===== src/rtl/fanin_rr_arbiter.sv =====
// fanin_rr_arbiter
//   Two-input fan-in stage feeding the 2:1 flit mux. Each input stream is
//   buffered in a small FIFO. Arbitration is round-robin at packet granularity,
//   so a multi-flit packet is never interleaved with the other input. The output
//   flit is registered and uses valid/ready flow control.
//
// Ports
//   clk                      rising-edge clock
//   rst_n                    synchronous reset, active low
//   inX_data/_tail/_valid    input X flit, last-flit flag and valid
//   inX_ready                input X FIFO can take a flit (count-based only)
//   out_data/_tail/_valid    registered output flit
//   out_ready                downstream accepts out_data this cycle
//   sel                      source input of the current out_data (mux select)
module fanin_rr_arbiter #(
  parameter int unsigned DATA_W     = 64,
  parameter int unsigned FIFO_DEPTH = 2
) (
  input  logic              clk,
  input  logic              rst_n,
  input  logic [DATA_W-1:0] in0_data,
  input  logic              in0_tail,
  input  logic              in0_valid,
  output logic              in0_ready,
  input  logic [DATA_W-1:0] in1_data,
  input  logic              in1_tail,
  input  logic              in1_valid,
  output logic              in1_ready,
  output logic [DATA_W-1:0] out_data,
  output logic              out_tail,
  output logic              out_valid,
  input  logic              out_ready,
  output logic              sel
);

  localparam int unsigned PTR_W = (FIFO_DEPTH > 1) ? $clog2(FIFO_DEPTH) : 1;
  localparam int unsigned CNT_W = PTR_W + 1;
  localparam logic [CNT_W-1:0] FULL = CNT_W'(FIFO_DEPTH);

  typedef enum logic [1:0] {
    IDLE,
    LOCK0,
    LOCK1
  } state_e;

  // Per-input views; bit/element index is the input number.
  logic [1:0]      in_valid;
  logic [1:0]      in_ready;
  logic [1:0]      push;
  logic [1:0]      pop;
  logic [1:0]      nonempty;
  logic [DATA_W:0] in_flit [2];
  logic [DATA_W:0] head    [2];

  assign in_valid   = {in1_valid, in0_valid};
  assign in_flit[0] = {in0_tail, in0_data};
  assign in_flit[1] = {in1_tail, in1_data};
  assign in0_ready  = in_ready[0];
  assign in1_ready  = in_ready[1];

  // Input FIFOs, entries stored as {tail, data}.
  for (genvar g = 0; g < 2; g++) begin : g_fifo
    logic [DATA_W:0]  mem_q [FIFO_DEPTH];
    logic [PTR_W-1:0] wr_q, wr_d;
    logic [PTR_W-1:0] rd_q, rd_d;
    logic [CNT_W-1:0] cnt_q, cnt_d;

    assign nonempty[g] = (cnt_q != '0);
    // Ready looks at count only: a full FIFO is not ready even while popping.
    assign in_ready[g] = rst_n & (cnt_q != FULL);
    assign push[g]     = in_valid[g] & in_ready[g];
    assign head[g]     = mem_q[rd_q];

    always_comb begin
      wr_d  = wr_q;
      rd_d  = rd_q;
      cnt_d = cnt_q;
      if (push[g]) wr_d = wr_q + PTR_W'(1);
      if (pop[g])  rd_d = rd_q + PTR_W'(1);
      if (push[g] && !pop[g])      cnt_d = cnt_q + CNT_W'(1);
      else if (!push[g] && pop[g]) cnt_d = cnt_q - CNT_W'(1);
    end

    always_ff @(posedge clk) begin
      if (!rst_n) begin
        wr_q  <= '0;
        rd_q  <= '0;
        cnt_q <= '0;
      end else begin
        wr_q  <= wr_d;
        rd_q  <= rd_d;
        cnt_q <= cnt_d;
      end
    end

    always_ff @(posedge clk) begin
      if (push[g]) mem_q[wr_q] <= in_flit[g];
    end
  end

  // Arbitration and output register.
  state_e            state_q, state_d;
  logic              prio_q, prio_d;
  logic              out_valid_q, out_valid_d;
  logic [DATA_W-1:0] out_data_q, out_data_d;
  logic              out_tail_q, out_tail_d;
  logic              sel_q, sel_d;

  logic            load_en;
  logic            gnt_v;
  logic            gnt;
  logic            xfer;
  logic [DATA_W:0] head_sel;

  assign load_en  = ~out_valid_q | out_ready;
  assign xfer     = load_en & gnt_v;
  assign pop      = {xfer & gnt, xfer & ~gnt};
  assign head_sel = head[gnt];

  always_comb begin
    gnt_v = 1'b0;
    gnt   = 1'b0;
    unique case (state_q)
      IDLE: begin
        if (nonempty[0] && nonempty[1]) begin
          gnt_v = 1'b1;
          gnt   = prio_q;
        end else if (nonempty[0] || nonempty[1]) begin
          gnt_v = 1'b1;
          gnt   = nonempty[1];
        end
      end
      // While locked, an empty FIFO yields a bubble rather than a switch.
      LOCK0: gnt_v = nonempty[0];
      LOCK1: begin
        gnt_v = nonempty[1];
        gnt   = 1'b1;
      end
      default: ;
    endcase
  end

  always_comb begin
    state_d     = state_q;
    prio_d      = prio_q;
    out_valid_d = out_valid_q;
    out_data_d  = out_data_q;
    out_tail_d  = out_tail_q;
    sel_d       = sel_q;
    if (load_en) begin
      out_valid_d = gnt_v;
      if (gnt_v) begin
        {out_tail_d, out_data_d} = head_sel;
        sel_d = gnt;
        if (head_sel[DATA_W]) begin
          state_d = IDLE;
          prio_d  = ~gnt;
        end else begin
          state_d = gnt ? LOCK1 : LOCK0;
        end
      end
    end
  end

  always_ff @(posedge clk) begin
    if (!rst_n) begin
      state_q     <= IDLE;
      prio_q      <= 1'b0;
      out_valid_q <= 1'b0;
      out_data_q  <= '0;
      out_tail_q  <= 1'b0;
      sel_q       <= 1'b0;
    end else begin
      state_q     <= state_d;
      prio_q      <= prio_d;
      out_valid_q <= out_valid_d;
      out_data_q  <= out_data_d;
      out_tail_q  <= out_tail_d;
      sel_q       <= sel_d;
    end
  end

  assign out_valid = out_valid_q;
  assign out_data  = out_data_q;
  assign out_tail  = out_tail_q;
  assign sel       = sel_q;

endmodule


===== config.mk =====
export PLATFORM = sky130hd
export DESIGN_NAME = fanin_rr_arbiter
export DESIGN_NICKNAME = d
export VERILOG_FILES = /design/src/rtl/fanin_rr_arbiter.sv
export SDC_FILE = /design/constraint.sdc
export NUM_CORES = 1
export LEC_CHECK = 0
export CAP_MARGIN = 5
export CORE_MARGIN = 3
export CORE_UTILIZATION = 50
export CTS_BUF_LIST = sky130_fd_sc_hd__clkbuf_8
export DETAILED_ROUTE_END_ITERATION = 8
export PLACE_DENSITY = 0.75
export SLEW_MARGIN = 15
export SYNTH_ARGS = -nofsm -noshare
export SYNTH_HDL_FRONTEND = slang
export SYNTH_SLANG_ARGS = --single-unit

===== constraint.sdc =====
create_clock -name clk -period 8.2 [get_ports clk]
set_clock_uncertainty 0.15 [all_clocks]
set_input_delay 1.64 -clock clk [delete_from_list [all_inputs] [get_ports clk]]
set_output_delay 1.64 -clock clk [all_outputs]
set_load 0.02 [all_outputs]

==> flow_metrics.tcl <==
set metrics [dict create \
    core_sq_um 24500 \
    die_h_um 164 \
    drv_cap 0 \
    cts_hold_buf 0 \
    synth_nets 915 \
    grtUsageTotal_pct 19.7 \
    cp_cell_sequence "clkdlybuf4s50_1, o21a_1, clkdlybuf4s50_1" \
    clk_latency_ns 0.56 \
    finalNonFillerCells 1365 \
    outcome "finished clean" \
    grt_pass1_wl_mm 41.1 \
    final_util_pct 64.8 \
    syn_to_final_growth_pct 26.6 \
    regArea_sq_um 9420 \
    powerDensity_nw_per_um2 345 \
    overflow 0 \
    design_area_sq_um 15900 \
    drt_pass1_iterations 4 \
    finalSetupTns_ns 0 \
    vias_per_cell 5.41 \
    grt_pass1_vias 7895 \
    synth-edff-count 260 \
    required_ns 6.41 \
    irDropWorstVdd_uv 202 \
    syn_area_per_cell_sq_um 16.1 \
    num_io_pins 204 \
    arrival_ns 3.34 \
    die_x_um 164 \
    clk_pin_slew_worst_paths_ns 0.06 \
    cts_tree "yes" \
    cts_buffers 53 \
    antennaDiodeCount 0 \
    drc_errors 0 \
    critPathMaxStageDelay_ns 0.86 \
    nFillCells 1770 \
    synth_area_leaders "edfxtp_1 62%, dfxtp_1 13%, mux2i_1 10%" \
    whs_path_depth 2 \
    worstPathMaxFanout 22 \
    nNetsFinal 1135 \
    rsz0062_at_grt "false" \
    crit_path_end_kind "output pin" \
    slowest_stage "clkdlybuf4s50_1" \
    grt_max_degree 69 \
    initial_core_util_pct 51.2 \
    drtIter0Drc 465 \
    clock_sinks 340 \
    post_dp_cell_area_sq_um 14800 \
    fp.dieArea_sq_um 27000 \
    gp_congestion 0.751 \
    ys_seq_elements 340 \
    p_leak_nw 5.39 \
    min_period_ns 5.13 \
    max_freq_mhz 195 \
    dp.cells 1267 \
    ys.flop_type "edfxtp_1" \
    yosysTopAreaCell "edfxtp_1" \
    h-tree-depth 2 \
    num_rows 57 \
    post_cts_resized 0 \
    postCtsSetupBuffers 0 \
    comb_power_share_pct 32.5 \
    crit_type "in -> out" \
    synth_warnings 0 \
    crit_cells 3 \
    slew_violations 0 \
    yosysSeqAreaShare_pct 75.1 \
    crit_family "buffers and inverters" \
    layout-drive-gt1-share_pct 8.65 \
    synth_cells 778 \
    rr_worst_depth 3 \
    wl_per_cell_um 19.4 \
    async_reset_ff_share_pct 0 \
    p_sw_mw 1.81 \
    antenna_found_initial 0 \
    fin_crit_sh_pct 62.6 \
    sw_frac_of_total_pct 33.1 \
    hpwl_mm 15.7 \
    yosysTopAreaCellShare_pct 62.3 \
    worst-path-buf-inv 2 \
    cpMostUsedCell "clkdlybuf4s50_1" \
    wl_mm 26.5 \
    hold_class "reg -> reg" \
    cts_max_path_buffers 3 \
    vias 7378 \
    internal-power_mw 3.67 \
    startpoint_type "input pin" \
    seq_power_share_pct 43.0 \
    hold_violations 0 \
    portBuffers 203 \
    setup_viol 0 \
    final_antenna_net_count 0 \
    syn_area_sq_um 12500 \
    p_clk_share_pct 24.5 \
    cts-root-buf "clkbuf_8" \
    tightest_slew_ns 0.999 \
    synth.distinct_cells 34 \
    slew_headroom_pct 33.4 \
    multi_input_area_sq_um 2900 \
    p_total_mw 5.48 \
]
-- sequential cells by signal, indices dropped and copies added (netlist names), named ones only --
| signal | flops |
|---|---|
| out_valid | 1 |
| out_data | 64 |
| g_fifo.mem_q | 260 |
| g_fifo.rd_q | 2 |
| prio_q | 1 |
| out_tail | 1 |
| g_fifo.wr_q | 2 |
| state_q | 2 |
| g_fifo.cnt_q | 4 |
| sel | 1 |
-- synth_stat cells (4+ instances only) --
| master | number |
|---|---|
| nor2_1 | 4 |
| or3_1 | 4 |
| nand2_1 | 136 |
| dfxtp_1 | 80 |
| a32o_1 | 65 |
| buf_2 | 25 |
| a21boi_1 | 4 |
| o21a_1 | 5 |
| edfxtp_1 | 260 |
| o21ai_0 | 5 |
| and2_1 | 6 |
| buf_4 | 5 |
| inv_1 | 5 |
| clkbuf_1 | 12 |
| a21boi_0 | 4 |
| mux2i_1 | 130 |
-- final cells by class --
class                           count  share of cell area (%)
Sequential cell                   340                    59.4
Multi-Input combinational cell    387                    18.3
Timing Repair Buffer              211                    13.2
Clock buffer                       63                    5.47
Tap cell                          324                    2.56
Clock inverter                     35                    1.03
Inverter                            5                   0.118
-- path summary, 6_finish.rpt --
check	startpoint	to	slack [ns]
max reg2reg	g_fifo[0].cnt_q[0]	g_fifo[0].mem_q[0][1]	5.59
max	rst_n	in0_ready	3.07
min	sel	sel	0.31
min reg2reg	sel	sel	0.31
-- cells in the final DEF (no fill, tap or decap), drive strengths merged, types with 2 or more instances in the layout --
cell,instances
o211ai,3
ha,2
o21bai,2
o21ai,5
and2,6
or3,4
nand2,136
clkbuf,63
xor2,2
o21a,5
a21boi,8
clkdlybuf4s50,203
dfxtp,80
edfxtp,260
clkinv,15
inv,23
a32o,65
a21oi,3
nor2,4
and3,2
buf,8
xnor2,2
mux2i,130
-- worst register-to-register path, stage by stage, from the launching register on --
cell and delay (ns):
dfxtp_1 0.45, o211ai_1 0.20, nor2_4 0.80, buf_4 0.62
-- metrics by stage --
| stage | setup WS (ns) | hold WS [ns] |
|---|---|---|
| floorplan | 2.77 | 0.318 |
| finish | 3.07 | 0.306 |
| global route | 2.94 | 0.331 |
| CTS | 3.04 | 0.307 |
| detailed placement | 3.04 | 0.298 |
| global placement | 3.07 | 0.299 |
-- power groups by stage --
stage          registers [mW]  logic [mW]  clock network (mW)
2_1_floorplan            2.52       0.971                   0
3_3_place_gp             2.39        1.75                   0
3_5_place_dp             2.39        1.80                   0
4_1_cts                  2.36        1.81                1.37
5_1_grt                  2.39        1.94                1.46
6_report                 2.36        1.78                1.34
-- cell families (layout without fill, tap and decap cells) --
| family | count (synthesis) | in the layout | synth area share [%] |
|---|---|---|---|
| buf+inv | 51 | 314 | 1.99 |
| flops | 340 | 340 | 75.1 |
| fa+ha+maj | 2 | 2 | 0.200 |
| xor+xnor | 4 | 4 | 0.280 |
| simple gates | 156 | 156 | 5.03 |
| mux | 130 | 130 | 10.4 |
| compound gates | 95 | 95 | 7.01 |
-- layer usage --
metal  wire, um  track usage [%]  up-vias
met5          0                0        -
met4        731             6.34        0
met3       1560             4.36       51
met2      13400             35.0      220
met1      10800             23.7     3687
li1           -                -     3420
Power figures use the tool's default switching activity.
